--- config.mk ---
export PLATFORM = sky130hd
export DESIGN_NAME = maindec_mc
export DESIGN_NICKNAME = d
export VERILOG_FILES = /design/src/rtl/maindec_mc.sv
export SDC_FILE = /design/constraint.sdc
export NUM_CORES = 1
export LEC_CHECK = 0
export ABC_AREA = 1
export CAP_MARGIN = 30
export CORE_UTILIZATION = 38
export CTS_BUF_LIST = sky130_fd_sc_hd__clkbuf_16
export DETAILED_ROUTE_END_ITERATION = 7
export PLACE_DENSITY_LB_ADDON = 0.15
export SYNTH_ARGS = -nofsm -noshare
export SYNTH_HDL_FRONTEND = slang
export SYNTH_SLANG_ARGS = --single-unit
--- constraint.sdc ---
create_clock -name clk -period 1.91 [get_ports clk]
set_clock_uncertainty 0.1 [all_clocks]
set_input_delay 0.191 -clock clk [delete_from_list [all_inputs] [get_ports clk]]
set_output_delay 0.191 -clock clk [all_outputs]
set_load 0.03 [all_outputs]
--- src/rtl/maindec_mc.sv ---
// ---------------------------------------------------------------------------
// maindec_mc
//   Moore control FSM for the multicycle CPU. Each instruction runs through
//   FETCH and DECODE, then one to three execution states (memory states may
//   stretch while memory is not ready), and returns to FETCH. Unknown opcodes
//   trap into a sticky ILLEGAL state that only reset leaves.
//
// Ports
//   clk        in   rising-edge clock
//   reset      in   synchronous, active-high; also gates all write enables
//   op         in   [OPW-1:0] opcode from the instruction register
//   funct      in   [FW-1:0]  funct field from the instruction register
//   mem_ready  in   memory access completes this cycle
//   pcwrite    out  PC load enable
//   branch     out  conditional PC load (qualified by zero outside)
//   iord       out  memory address select: 0 PC, 1 ALUOut
//   memwrite   out  memory write strobe
//   irwrite    out  instruction register load
//   regdst     out  [1:0] write register: 00 rt, 01 rd, 10 r31
//   memtoreg   out  [1:0] write data: 00 ALUOut, 01 MDR, 10 PC
//   regwrite   out  register file write enable
//   alusrca    out  ALU A: 0 PC, 1 A
//   alusrcb    out  [1:0] ALU B: 00 B, 01 4, 10 signimm, 11 signimm<<2
//   aluop      out  [1:0] 00 add, 01 sub, 10 decode funct
//   pcsrc      out  [1:0] PC source: 00 ALU, 01 ALUOut, 10 jump, 11 A
//   state      out  [3:0] current state (debug / verification)
//   illegal    out  sticky illegal-opcode flag
// ---------------------------------------------------------------------------
module maindec_mc #(
   parameter int              OPW       = 6,
   parameter int              FW        = 6,
   parameter bit              HANDSHAKE = 1'b1,
   parameter logic [FW-1:0]   FUNCT_JR  = 6'b001000
) (
   input  logic           clk,
   input  logic           reset,
   input  logic [OPW-1:0] op,
   input  logic [FW-1:0]  funct,
   input  logic           mem_ready,
   output logic           pcwrite,
   output logic           branch,
   output logic           iord,
   output logic           memwrite,
   output logic           irwrite,
   output logic [1:0]     regdst,
   output logic [1:0]     memtoreg,
   output logic           regwrite,
   output logic           alusrca,
   output logic [1:0]     alusrcb,
   output logic [1:0]     aluop,
   output logic [1:0]     pcsrc,
   output logic [3:0]     state,
   output logic           illegal
);

   localparam logic [OPW-1:0] OP_R    = OPW'(6'b000000);
   localparam logic [OPW-1:0] OP_LW   = OPW'(6'b000001);
   localparam logic [OPW-1:0] OP_SW   = OPW'(6'b000010);
   localparam logic [OPW-1:0] OP_ADDI = OPW'(6'b000011);
   localparam logic [OPW-1:0] OP_SUBI = OPW'(6'b000100);
   localparam logic [OPW-1:0] OP_BEQ  = OPW'(6'b000101);
   localparam logic [OPW-1:0] OP_J    = OPW'(6'b000111);
   localparam logic [OPW-1:0] OP_JAL  = OPW'(6'b001000);

   localparam logic [3:0] S_FETCH   = 4'd0;
   localparam logic [3:0] S_DECODE  = 4'd1;
   localparam logic [3:0] S_MEMADR  = 4'd2;
   localparam logic [3:0] S_MEMRD   = 4'd3;
   localparam logic [3:0] S_MEMWB   = 4'd4;
   localparam logic [3:0] S_MEMWR   = 4'd5;
   localparam logic [3:0] S_EXEC    = 4'd6;
   localparam logic [3:0] S_ALUWB   = 4'd7;
   localparam logic [3:0] S_BRANCH  = 4'd8;
   localparam logic [3:0] S_IMMEX   = 4'd9;
   localparam logic [3:0] S_IMMWB   = 4'd10;
   localparam logic [3:0] S_JUMP    = 4'd11;
   localparam logic [3:0] S_JAL     = 4'd12;
   localparam logic [3:0] S_JR      = 4'd13;
   localparam logic [3:0] S_ILLEGAL = 4'd15;

   logic       rdy;
   logic [3:0] state_next;
   logic       is_store;
   logic       illegal_r;

   // Without the handshake, memory is assumed to complete every cycle.
   assign rdy = mem_ready | ~HANDSHAKE;

   always_comb begin
      state_next = state;
      case (state)
         S_FETCH:   state_next = rdy ? S_DECODE : S_FETCH;
         S_DECODE: begin
            case (op)
               OP_LW, OP_SW:     state_next = S_MEMADR;
               OP_R:             state_next = (funct == FUNCT_JR) ? S_JR : S_EXEC;
               OP_BEQ:           state_next = S_BRANCH;
               OP_ADDI, OP_SUBI: state_next = S_IMMEX;
               OP_J:             state_next = S_JUMP;
               OP_JAL:           state_next = S_JAL;
               default:          state_next = S_ILLEGAL;
            endcase
         end
         S_MEMADR:  state_next = is_store ? S_MEMWR : S_MEMRD;
         S_MEMRD:   state_next = rdy ? S_MEMWB : S_MEMRD;
         S_MEMWR:   state_next = rdy ? S_FETCH : S_MEMWR;
         S_EXEC:    state_next = S_ALUWB;
         S_IMMEX:   state_next = S_IMMWB;
         S_ILLEGAL: state_next = S_ILLEGAL;
         default:   state_next = S_FETCH;
      endcase
   end

   always_ff @(posedge clk) begin
      if (reset) begin
         state     <= S_FETCH;
         illegal_r <= 1'b0;
      end else begin
         state <= state_next;
         if (state_next == S_ILLEGAL)
            illegal_r <= 1'b1;
      end
   end

   // The load/store choice is taken from the opcode while it is decoded, so
   // the IR may change afterwards without redirecting MEMADR.
   always_ff @(posedge clk) begin
      if (state == S_DECODE)
         is_store <= (op == OP_SW);
   end

   assign illegal = illegal_r;

   always_comb begin
      pcwrite  = 1'b0;
      branch   = 1'b0;
      iord     = 1'b0;
      memwrite = 1'b0;
      irwrite  = 1'b0;
      regdst   = 2'b00;
      memtoreg = 2'b00;
      regwrite = 1'b0;
      alusrca  = 1'b0;
      alusrcb  = 2'b00;
      aluop    = 2'b00;
      pcsrc    = 2'b00;
      case (state)
         S_FETCH: begin
            alusrcb = 2'b01;
            irwrite = rdy;
            pcwrite = rdy;
         end
         S_DECODE: alusrcb = 2'b11;
         S_MEMADR: begin
            alusrca = 1'b1;
            alusrcb = 2'b10;
         end
         S_MEMRD:  iord = 1'b1;
         S_MEMWB: begin
            memtoreg = 2'b01;
            regwrite = 1'b1;
         end
         S_MEMWR: begin
            iord     = 1'b1;
            memwrite = 1'b1;
         end
         S_EXEC: begin
            alusrca = 1'b1;
            aluop   = 2'b10;
         end
         S_ALUWB: begin
            regdst   = 2'b01;
            regwrite = 1'b1;
         end
         S_BRANCH: begin
            alusrca = 1'b1;
            aluop   = 2'b01;
            pcsrc   = 2'b01;
            branch  = 1'b1;
         end
         S_IMMEX: begin
            alusrca = 1'b1;
            alusrcb = 2'b10;
            aluop   = (op == OP_SUBI) ? 2'b01 : 2'b00;
         end
         S_IMMWB:  regwrite = 1'b1;
         S_JUMP: begin
            pcsrc   = 2'b10;
            pcwrite = 1'b1;
         end
         S_JAL: begin
            pcsrc    = 2'b10;
            pcwrite  = 1'b1;
            regdst   = 2'b10;
            memtoreg = 2'b10;
            regwrite = 1'b1;
         end
         S_JR: begin
            pcsrc   = 2'b11;
            pcwrite = 1'b1;
         end
         default: ;
      endcase
      // Keep every architectural write quiet while reset is asserted,
      // whatever state the machine happens to be in.
      if (reset) begin
         pcwrite  = 1'b0;
         irwrite  = 1'b0;
         memwrite = 1'b0;
         regwrite = 1'b0;
         branch   = 1'b0;
      end
   end

endmodule

* Yosys cells after proc, flatten, opt, wreduce, memory -nomap -nowiden
Index checks and enable logic that the tools add are counted.
** Word-level totals
- Logic and storage cells :: 61
- Register bits after elaboration :: 6
- Bits of input ports :: 15
- Output and inout bits :: 22
** Operators by class
- Equal/unequal tests :: 23
- Muxes and demuxes :: 25
- Reductions and logical operators :: 10
** Operators by type and width (number)
- $eq 4x4->1 const B :: 8
- $pmux 4 s8 :: 1
- $pmux 4 s6 :: 1
- $eq 6x3->1 const B :: 3
- $pmux 2 s3 :: 3
- $eq 4x3->1 const B :: 4
- $mux 1 :: 13
- $eq 6x2->1 const B :: 2
- $eq 6x4->1 const B :: 2
- $reduce_or 2->1 :: 5
- $mux 3 :: 3
- $eq 4x2->1 const B :: 2
- $pmux 2 s2 :: 2
- $reduce_or 4->1 :: 2
- $eq 6x1->1 const B :: 1
- $logic_not 6->1 :: 1
- $eq 4x1->1 const B :: 1
- $logic_not 4->1 :: 1
- $mux 4 :: 1
- $reduce_or 3->1 :: 1
- $pmux 1 s2 :: 1

* Logic depth before layout (Yosys ltp)
Gate-level depths: netlist (run 1).
- Depth after elaboration :: 5
- Mapped depth :: 13
- Mapped depth without buffers :: 13

* Worst setup path before layout (run 1)
OpenSTA, ideal clock, no wires.
- Path type :: register -> output
- From :: register state[2]
- To :: output pcwrite
- Path slack :: -340 ps
- Data required time :: 1619 ps
- Cell stages (with the launch flop) :: 5
- Arrival time :: 1959 ps
- Path through :: dfxtp_1 -> nand2_1 -> o22ai_1 -> inv_1 -> a21oi_1
** On the way
- Longest elaborated chain between the ends :: 4
** Ends and longest elaborated chain
- start: declaration :: RTL line 52 : output logic [3:0] state,
- start signal: assignment :: RTL line 119 : state <= state_next;
- $eq 4x4->1 :: RTL line 147 : case (state)
- $reduce_or 3->1 (no source line)
- $pmux 1 s2 * :: RTL line 147
- $mux 1 * :: RTL line 206 : if (reset) begin
- end: declaration :: RTL line 40 : output logic pcwrite,
Mark *: on every way between the ends. The rest lies on a longest branch, timed or not.

* Worst setup path after layout (run 1)
- From :: register state[3]
- To :: output aluop[0]
** On the way
- Longest elaborated chain between the ends :: 2
** Ends and longest elaborated chain
- $eq 4x4->1 / $eq 4x3->1 (equally long branches) :: RTL line 147
- $pmux 2 s3 * :: RTL line 147
- end: declaration :: RTL line 50 : output logic [1:0] aluop,
Marked as above.

==> results of run 1 <==
## state kept, by name, indices dropped and copies added, names as in the netlist
name	flops
state	4
is_store	1
illegal	1
## synthesized netlist by cell type (all sizes together)
cell type	n	area, um^2
o22ai	1	6.260
o211ai	1	12.51
inv	20	75.07
o31ai	1	7.510
o21ai	5	28.78
dfxtp	5	100.1
a21oi	8	40.04
nor2	37	171.4
edfxtp	1	30.03
nor3	1	5.000
nand3	9	45.04
buf	2	11.26
nand4	2	12.51
nand2	32	135.1
## worst reg2reg max path, cell delays in order (launching register included)
cell and delay [ps]:
dfxtp_1 470, inv_2 110, nand2_4 100, nor2_2 50
nor2_1 200, nand2_1 90, nor2_1 150, nand2_1 90
nand2_1 60, nor2_1 40, nor2_1 80, nor2_1 40
## logic make-up (layout without fill, tap and decap cells)
| kind of cell | after synthesis | in the layout | synth area share (%) |
|---|---|---|---|
| AOI/OAI and AO/OA | 16 | 16 | 13.97 |
| and+or+nand+nor | 81 | 81 | 54.23 |
| DFF | 6 | 6 | 19.12 |
| buffers and inverters | 22 | 63 | 12.68 |
## report_power, final
part	total (mW)	switching, mW	internal, mW
Combinational	0.926	0.616	0.310
Clock	0.347	0.0747	0.272
Sequential	0.239	0.0699	0.169
Total	1.51	0.760	0.751
## layout make-up
type | instances | area, um^2 | share of cell area (%)
Inverter | 20 | 75.07 | 6.529
Sequential cell | 6 | 130.1 | 11.32
Clock buffer | 3 | 75.07 | 6.529
Tap cell | 24 | 30.03 | 2.612
Timing Repair Buffer | 39 | 342.8 | 29.82
Clock inverter | 1 | 3.754 | 0.3264
Multi-Input combinational cell | 97 | 493.0 | 42.87
## routing by layer
layer  GRT usage (%)  part of all wire [%]  up-vias
li1                -                     -      476
met1           30.85                    42      411
met2           43.53                    50       45
met3           2.449                   5.6        6
met4           9.091                   2.0        0
met5               0                     0        -
## metrics by stage
stage	setup WS (ps)	utilization, %	power (mW)	cell area [um^2]
finish	103.7	72.14	1.512	1150
floorplan	-26.06	-	0.8557	706.9
detailed placement	7.203	68.60	1.209	1094
global route	-9.418	72.14	1.614	1150
global placement	-13.13	68.60	1.192	1094
CTS	45.79	72.68	1.516	1159
## worst max path at each step
stage | slack [ps] | startpoint | end
after CTS | 50 | state[1] | alusrcb[1]
after global routing | -9 | state[3] | aluop[0]
after detailed placement | 7 | op[2] | illegal
after floorplan | -30 | state[2] | pcwrite
final | 100 | state[3] | aluop[0]
after global placement | -10 | state[1] | alusrcb[1]
==> out/metrics.yaml, run 1 <==
global_routing:
  grt_pass1_vias: 857
  gr-total-overflow: 0
  grt_first_pass_wirelength_um: 3608
  grt_max_degree: 11
  grt_usage_pct: 24.68
  antenna_found_initial: 0
critical_path:
  crit_chain: "nand2_1, nor2_2, inv_1, buf_4, o31ai_2, buf_4"
  worstReg2RegStart: "state[1]"
  cp_num_buf_inv: 3
  crit_path_top_delay_cell: "dfxtp_1"
  start_kind: "register"
  critPathArrivalTime_ps: 1520
  critical_path_peak_fanout: 5
  rrSetupSlack_ps: 210
  criticalPathCategory: "reg -> out"
  critical_path_cell_count: 6
  cp_common_cell: "buf_4"
  max_stage_delay_ps: 450
  worstSetupEndpointType: "output pin"
  r2r_cells: 11
  r2r-end: "illegal"
  required_ps: 1620
  path_delay_family: "flip-flops"
cells_and_area:
  area_growth_pct: 68.93
  nets: 182
  num_antenna_cells: 0
  final_common_cell: "nand2_1"
  final_cell_mix: "28 x nand2_1, 26 x nor2_1, 19 x clkdlybuf4s50_1"
  fill_cells: 143
  drive_gt1_share_pct: 25.30
  layoutNonFillerInstCount: 190
place:
  hpwl_um: 1653
  dp_cells: 186
  globalplace.congestion: 0.8740
  numPortBuffers: 36
sta:
  hold_violations: 0
  tns_ps: 0
  fin_crit_sh_pct: 94.57
  final-max-slew-violation-count: 0
  whs_ps: 394.5
  timing.fmax_ghz: 0.5536
  relSlewSlack_pct: 71.75
  fin_crit_ps: 1806
  setup_violations: 0
  tightest_slew_ps: 422.4
floorplanning:
  rows: 14
  die_x_um: 44.32
  dieHeight_um: 44.32
  io_pins: 37
  start_util_pct: 42.70
  core_area_mm2: 0.001594
  dieArea_mm2: 0.001964
power:
  ir_worst_vdd_mv: 1.019
  power_leakage_nw: 0.5688
  p_per_area_mw_per_mm2: 1315
worst_hold_path:
  hold_depth: 2
  worstHoldStart: "illegal"
  min_path_type: "reg -> reg"
  hold_end: "illegal"
yosys:
  syn_inst: 125
  avgSynthCellArea_um2: 5.445
  yosysWarnings: 0
  yosys_register_bits: 6
  syn_area_um2: 680.7
  yosys.cell_types.count: 22
  syn-num-nets: 140
  ys_seq_area_share_pct: 19.12
cts:
  worst_skew_pair.late_latency_ps: 230
  cts-resized-gates: 11
  numCtsBuffers: 3
  cts-root-buf: "clkbuf_16"
  h-tree-depth: 1
  cts_buffer_depth: 2
  cts_post_setup_buffers_inserted: 0
  hold_buffers: 0
  clock_sinks: 6
  clkTransAtPathRegs_ps: 40
  cts_tree: "yes"
outcome:
  status: "completed"
routing:
  dr.pass1.iters: 4
  totalWireLength_um: 2090
  drcViolationCount: 0
  drtAntennaViolNets: 0
  drtIter0Drc: 24
  wl_per_cell_um: 11.00
  vias_per_cell: 4.937
  num_vias: 938
job:
  cap_violations: 0
No activity file was read; power rests on OpenSTA's default activity.
==> inputs of run 2 (changes only) <==
--- a/config.mk
+++ b/config.mk
@@ -6,7 +6,7 @@
 export NUM_CORES = 1
 export LEC_CHECK = 0
 export ABC_AREA = 1
-export CAP_MARGIN = 30
+export CORE_MARGIN = 10
 export CORE_UTILIZATION = 38
 export CTS_BUF_LIST = sky130_fd_sc_hd__clkbuf_16
 export DETAILED_ROUTE_END_ITERATION = 7
==> out/metrics.yaml, run 2 (synthesis results as in run 1) <==
routing:
  vias_per_cell: 4.702  # -4.8%
  totalWireLength_um: 2297  # +9.9%
  drtIter0Drc: 28  # +17%
  drtAntennaViolNets: 0  # unchanged
  dr.pass1.iters: 4  # unchanged
  num_vias: 898  # -4.3%
  drcViolationCount: 0  # unchanged
  wl_per_cell_um: 12.03  # +9.3%
floorplanning:
  die_x_um: 62.32  # +41%
  io_pins: 37  # unchanged
  rows: 15  # +1
  start_util_pct: 39.85  # -2.8 points
  dieHeight_um: 62.32  # +41%
  core_area_mm2: 0.001708  # +7.1%
  dieArea_mm2: 0.003884  # +98%
power:
  power_frac_clock_pct: 22.4  # -0.5 points
  p_sw_mw: 0.7475  # -1.7%
  swShare_pct: 49.24  # -1.0 points
  seq_power_share_pct: 15.7  # about the same
  p_comb_share_pct: 61.9  # +0.6 points
  p_per_area_mw_per_mm2: 1310  # -0.33%
  power_leakage_nw: 0.5756  # +1.2%
  total_power_mw: 1.518  # +0.43%
  p_int_mw: 0.7705  # +2.5%
  ir_worst_vdd_mv: 0.8794  # -14%
sta:
  tightest_slew_ps: 425.1  # +2.731 ps
  final-max-slew-violation-count: 0  # unchanged
  hold_violations: 0  # unchanged
  fin_crit_sh_pct: 94.70  # +0.13 points
  fin_crit_ps: 1809  # +2.391 ps
  grt_setup_unrepaired: "no"
  timing.fmax_ghz: 0.5529  # -0.13%
  relSlewSlack_pct: 71.57  # -0.18 points
  tns_ps: 0  # unchanged
  setup_violations: 0  # unchanged
global_routing:
  gr-total-overflow: 0  # unchanged
  grt_usage_pct: 11.39  # -13 points
  antenna_found_initial: 0  # unchanged
  grt_max_degree: 11  # unchanged
  grt_pass1_vias: 859  # +0.23%
  grt_first_pass_wirelength_um: 3836  # +6.3%
critical_path:
  worstSetupEndpointType: "output pin"
  worstReg2RegStart: "state[1]"
  r2r_cells: 11  # unchanged
  critPathArrivalTime_ps: 1520  # about the same
  start_kind: "register"
  critical_path_peak_fanout: 6  # +1
  startpoint: "state[2]"
  rrSetupSlack_ps: 190  # -20 ps
  criticalPathCategory: "reg -> out"
  required_ps: 1620  # about the same
cts:
  cts-root-buf: "clkbuf_16"
  hold_buffers: 0  # unchanged
  h-tree-depth: 1  # unchanged
  clock_sinks: 6  # unchanged
  cts_buffer_depth: 2  # unchanged
  cts_tree: "yes"
  numCtsBuffers: 3  # unchanged
  worst_skew_pair.late_latency_ps: 230  # about the same
  clkTransAtPathRegs_ps: 30  # about the same
cells_and_area:
  final_cell_mix: "28 x nand2_1, 27 x nor2_1, 19 x clkdlybuf4s50_1"
  final_common_cell: "nand2_1"
  regMostFlops: "state"
  drive_gt1_share_pct: 23.49  # -1.8 points
  area_growth_pct: 70.22
  num_antenna_cells: 0  # unchanged
  final_core_util_pct: 67.84  # -4.3 points
  largest_reg_flops: 4  # unchanged
  nets: 182  # unchanged
job:
  cap_violations: 0  # unchanged
place:
  numPortBuffers: 36  # unchanged
  globalplace.congestion: 0.8744  # about the same
  hpwl_um: 1941  # +17%
worst_hold_path:
  worstHoldStart: "illegal"
  min_path_type: "reg -> reg"
  hold_depth: 2  # unchanged
outcome:
  status: "completed"
==> run 2: cell count changes in the layout (fill, tap and decap cells not counted), sizes merged <==
cell	change
buf	+1
clkbuf	-3
dlygate4sd2	+2
==> run 2: path summary, 6_finish.rpt <==
kind                                 end
worst min register to register   illegal
worst min-delay path             illegal
worst max-delay path            pcsrc[0]
worst max register to register   illegal
==> run 2: power by group through the flow <==
stage	clock network (mW)	logic (mW)	registers, mW
CTS	0.344	0.948	0.238
floorplan	0	0.565	0.291
finish	0.341	0.939	0.238
global placement	0	0.975	0.238
global route	0.354	1.02	0.244
detailed placement	0	0.979	0.241
==> run 2: stage by stage <==
stage / hold WS (ps) / setup slack, ps / area, um^2 / std cells
global placement: 359.1 / 90.06 / 1092 / 187
detailed placement: 365.2 / 29.80 / 1092 / 187
finish: 389.8 / 101.3 / 1159 / 191
CTS: 393.9 / 94.87 / 1159 / 191
global route: 436.8 / 9.888 / 1159 / 191
floorplan: 287.2 / -26.06 / 706.9 / 125
==> run 2: worst max-delay path: stages (launching register included) <==
cell,delay (ps)
dfxtp_1,460
nand2_1,190
o21ai_0,210
dlygate4sd2_1,430
==> run 2: timing repair <==
action,in CTS,in global routing
buffers inserted,0,0
gates resized for setup,10,0
endpoints found under the setup margin,10,0
==> run 2: cell type report <==
class | count | area [um^2]
Timing Repair Buffer | 39 | 352.8
Clock buffer | 3 | 75.07
Clock inverter | 1 | 3.754
Sequential cell | 6 | 130.1
Fill cell | 160 | 549.3
Multi-Input combinational cell | 97 | 490.5
Inverter | 20 | 75.07
Tap cell | 25 | 31.28
==> run 2: routing by layer <==
metal	wire length (um)	part of all wire [%]	up-vias	track usage, %
met2	1049	46	34	18.21
met1	1055	46	387	13.74
met4	0	0	0	0.8380
met5	0	0	-	0
li1	-	-	477	-
met3	192	8.4	0	5.914
==> inputs of run 3 (changes only) <==
--- a/config.mk
+++ b/config.mk
@@ -10,7 +10,7 @@
 export CORE_UTILIZATION = 38
 export CTS_BUF_LIST = sky130_fd_sc_hd__clkbuf_16
 export DETAILED_ROUTE_END_ITERATION = 7
-export PLACE_DENSITY_LB_ADDON = 0.15
+export PLACE_DENSITY = 0.79
 export SYNTH_ARGS = -nofsm -noshare
 export SYNTH_HDL_FRONTEND = slang
 export SYNTH_SLANG_ARGS = --single-unit
==> out/metrics.yaml, run 3 (synthesis results as in run 1) <==
outcome:
  status: "completed"
sta:
  fin_ws_ps: 109.0  # +7.689 ps
  fin_crit_ps: 1801  # -7.689 ps
  tightest_slew_ps: 442.3  # +17.23 ps
  final-max-slew-violation-count: 0  # unchanged
  grt_setup_unrepaired: "no"
  hold_violations: 0  # unchanged
  setup_violations: 0  # unchanged
  fin_crit_sh_pct: 94.30  # -0.40 points
  tns_ps: 0  # unchanged
  timing.fmax_ghz: 0.5552  # +0.43%
  relSlewSlack_pct: 70.42  # -1.2 points
cells_and_area:
  final_common_cell: "nand2_1"
  area_growth_pct: 68.57
  final_cell_mix: "28 x nand2_1, 27 x nor2_1, 19 x clkdlybuf4s50_1"
  drive_gt1_share_pct: 24.24  # +0.75 points
  num_antenna_cells: 0  # unchanged
  nets: 181  # -0.55%
  largest_reg_flops: 4  # unchanged
  regMostFlops: "state"
  final_cell_area_mm2: 0.001147  # -0.97%
  multi_input_area_um2: 490.5  # unchanged
  register_area_um2: 131.4  # +0.96%
  fill_cells: 154  # -3.8%
routing:
  drtIter0Drc: 30  # +7.1%
  totalWireLength_um: 2367  # +3.0%
  wl_per_cell_um: 12.46  # +3.6%
  drtAntennaViolNets: 0  # unchanged
  drcViolationCount: 0  # unchanged
  dr.pass1.iters: 4  # unchanged
  vias_per_cell: 4.789  # +1.9%
  num_vias: 910  # +1.3%
critical_path:
  worstReg2RegStart: "state[1]"
  r2r-end: "illegal"
  start_kind: "register"
  rrSetupSlack_ps: 240  # +50 ps
  criticalPathCategory: "reg -> out"
  critical_path_peak_fanout: 5  # -1
  critPathArrivalTime_ps: 1510  # about the same
  required_ps: 1620  # about the same
  r2r_cells: 11  # unchanged
  worstSetupEndpointType: "output pin"
global_routing:
  grt_usage_pct: 11.34  # -0.040 points
  grt_pass1_vias: 872  # +1.5%
  grt_first_pass_wirelength_um: 3760  # -2.0%
  gr-total-overflow: 0  # unchanged
  antenna_found_initial: 0  # unchanged
  grt_max_degree: 11  # unchanged
floorplanning:
  die_x_um: 62.32  # unchanged
  dieHeight_um: 62.32  # unchanged
  core_area_mm2: 0.001708  # unchanged
  start_util_pct: 39.85  # unchanged
  rows: 15  # unchanged
  io_pins: 37  # unchanged
  dieArea_mm2: 0.003884  # unchanged
cts:
  h-tree-depth: 1  # unchanged
  cts_buffer_depth: 2  # unchanged
  cts-root-buf: "clkbuf_16"
  worst_skew_pair.late_latency_ps: 230  # about the same
  cts_post_setup_buffers_inserted: 0  # unchanged
  clock_sinks: 6  # unchanged
  cts_tree: "yes"
  numCtsBuffers: 3  # unchanged
  clkTransAtPathRegs_ps: 30  # about the same
place:
  place_ws_ps: 2.049  # -27.75 ps
  globalplace.congestion: 0.8954  # +2.4%
  hpwl_um: 1976  # +1.8%
  postPlaceCellArea_mm2: 0.001087  # -0.46%
  numPortBuffers: 36  # unchanged
worst_hold_path:
  worstHoldStart: "illegal"
  min_path_type: "reg -> reg"
  hold_end: "illegal"
  hold_depth: 2  # unchanged
job:
  cap_violations: 0  # unchanged
power:
  power_leakage_nw: 0.5652  # -1.8%
  p_per_area_mw_per_mm2: 1318  # +0.57%
  ir_worst_vdd_mv: 0.6318  # -28%
-- run 3: cell count changes in the layout (fill, tap and decap cells not counted), sizes merged --
cell,previous run,this run
dlygate4sd2,10,8
buf,10,8
clkdlybuf4s15,0,1
clkbuf,3,5
-- run 3: worst max-delay path by stage --
stage	start	to	slack, ps	cells after the start
after floorplan	state[2]	pcwrite	-30	4
after global placement	state[0]	alusrca	30	5
after detailed placement	op[1]	illegal	2	11
after CTS	state[0]	alusrca	40	5
after global routing	state[3]	pcsrc[0]	4	5
final	state[3]	pcsrc[0]	110	5
-- run 3: repair_timing --
item / in CTS / in global routing
hold buffers: 0 / 0
gates resized for setup: 11 / 7
endpoints found under the setup margin: 11 / 3
-- run 3: layout make-up --
cell class,instances,area share [%]
Clock buffer,3,6.543
Clock inverter,1,0.3272
Inverter,20,6.543
Multi-Input combinational cell,97,42.75
Sequential cell,6,11.45
Tap cell,25,2.726
Timing Repair Buffer,38,29.66
-- run 3: stage by stage --
step                hold slack [ps]  power (mW)  instances  utilization [%]
finish                        368.1       1.512        190            67.18
global route                  422.1       1.608        190            67.18
CTS                           368.4       1.525        190            67.47
detailed placement            360.9       1.220        186            63.66
global placement              351.9       1.199        186            63.66
floorplan                     287.2      0.8557        125                -
-- run 3: metal layers --
layer	global-route usage [%]	routed length (um)	vias up
met2	20.00	1147	43
met3	3.405	147	6
met1	11.30	1017	389
met5	0	0	-
met4	7.263	54	0
li1	-	-	472
-- run 3: where the power goes --
part           switching [mW]  internal (mW)
logic                   0.614          0.311
clock network          0.0780          0.272
registers              0.0656          0.171
-- run 3: critical path, stage by stage, from the launching register on --
cell	delay, ps
dfxtp_1	430
nand2_1	160
inv_1	100
nand2_1	90
o21ai_0	100
clkdlybuf4s15_1	400
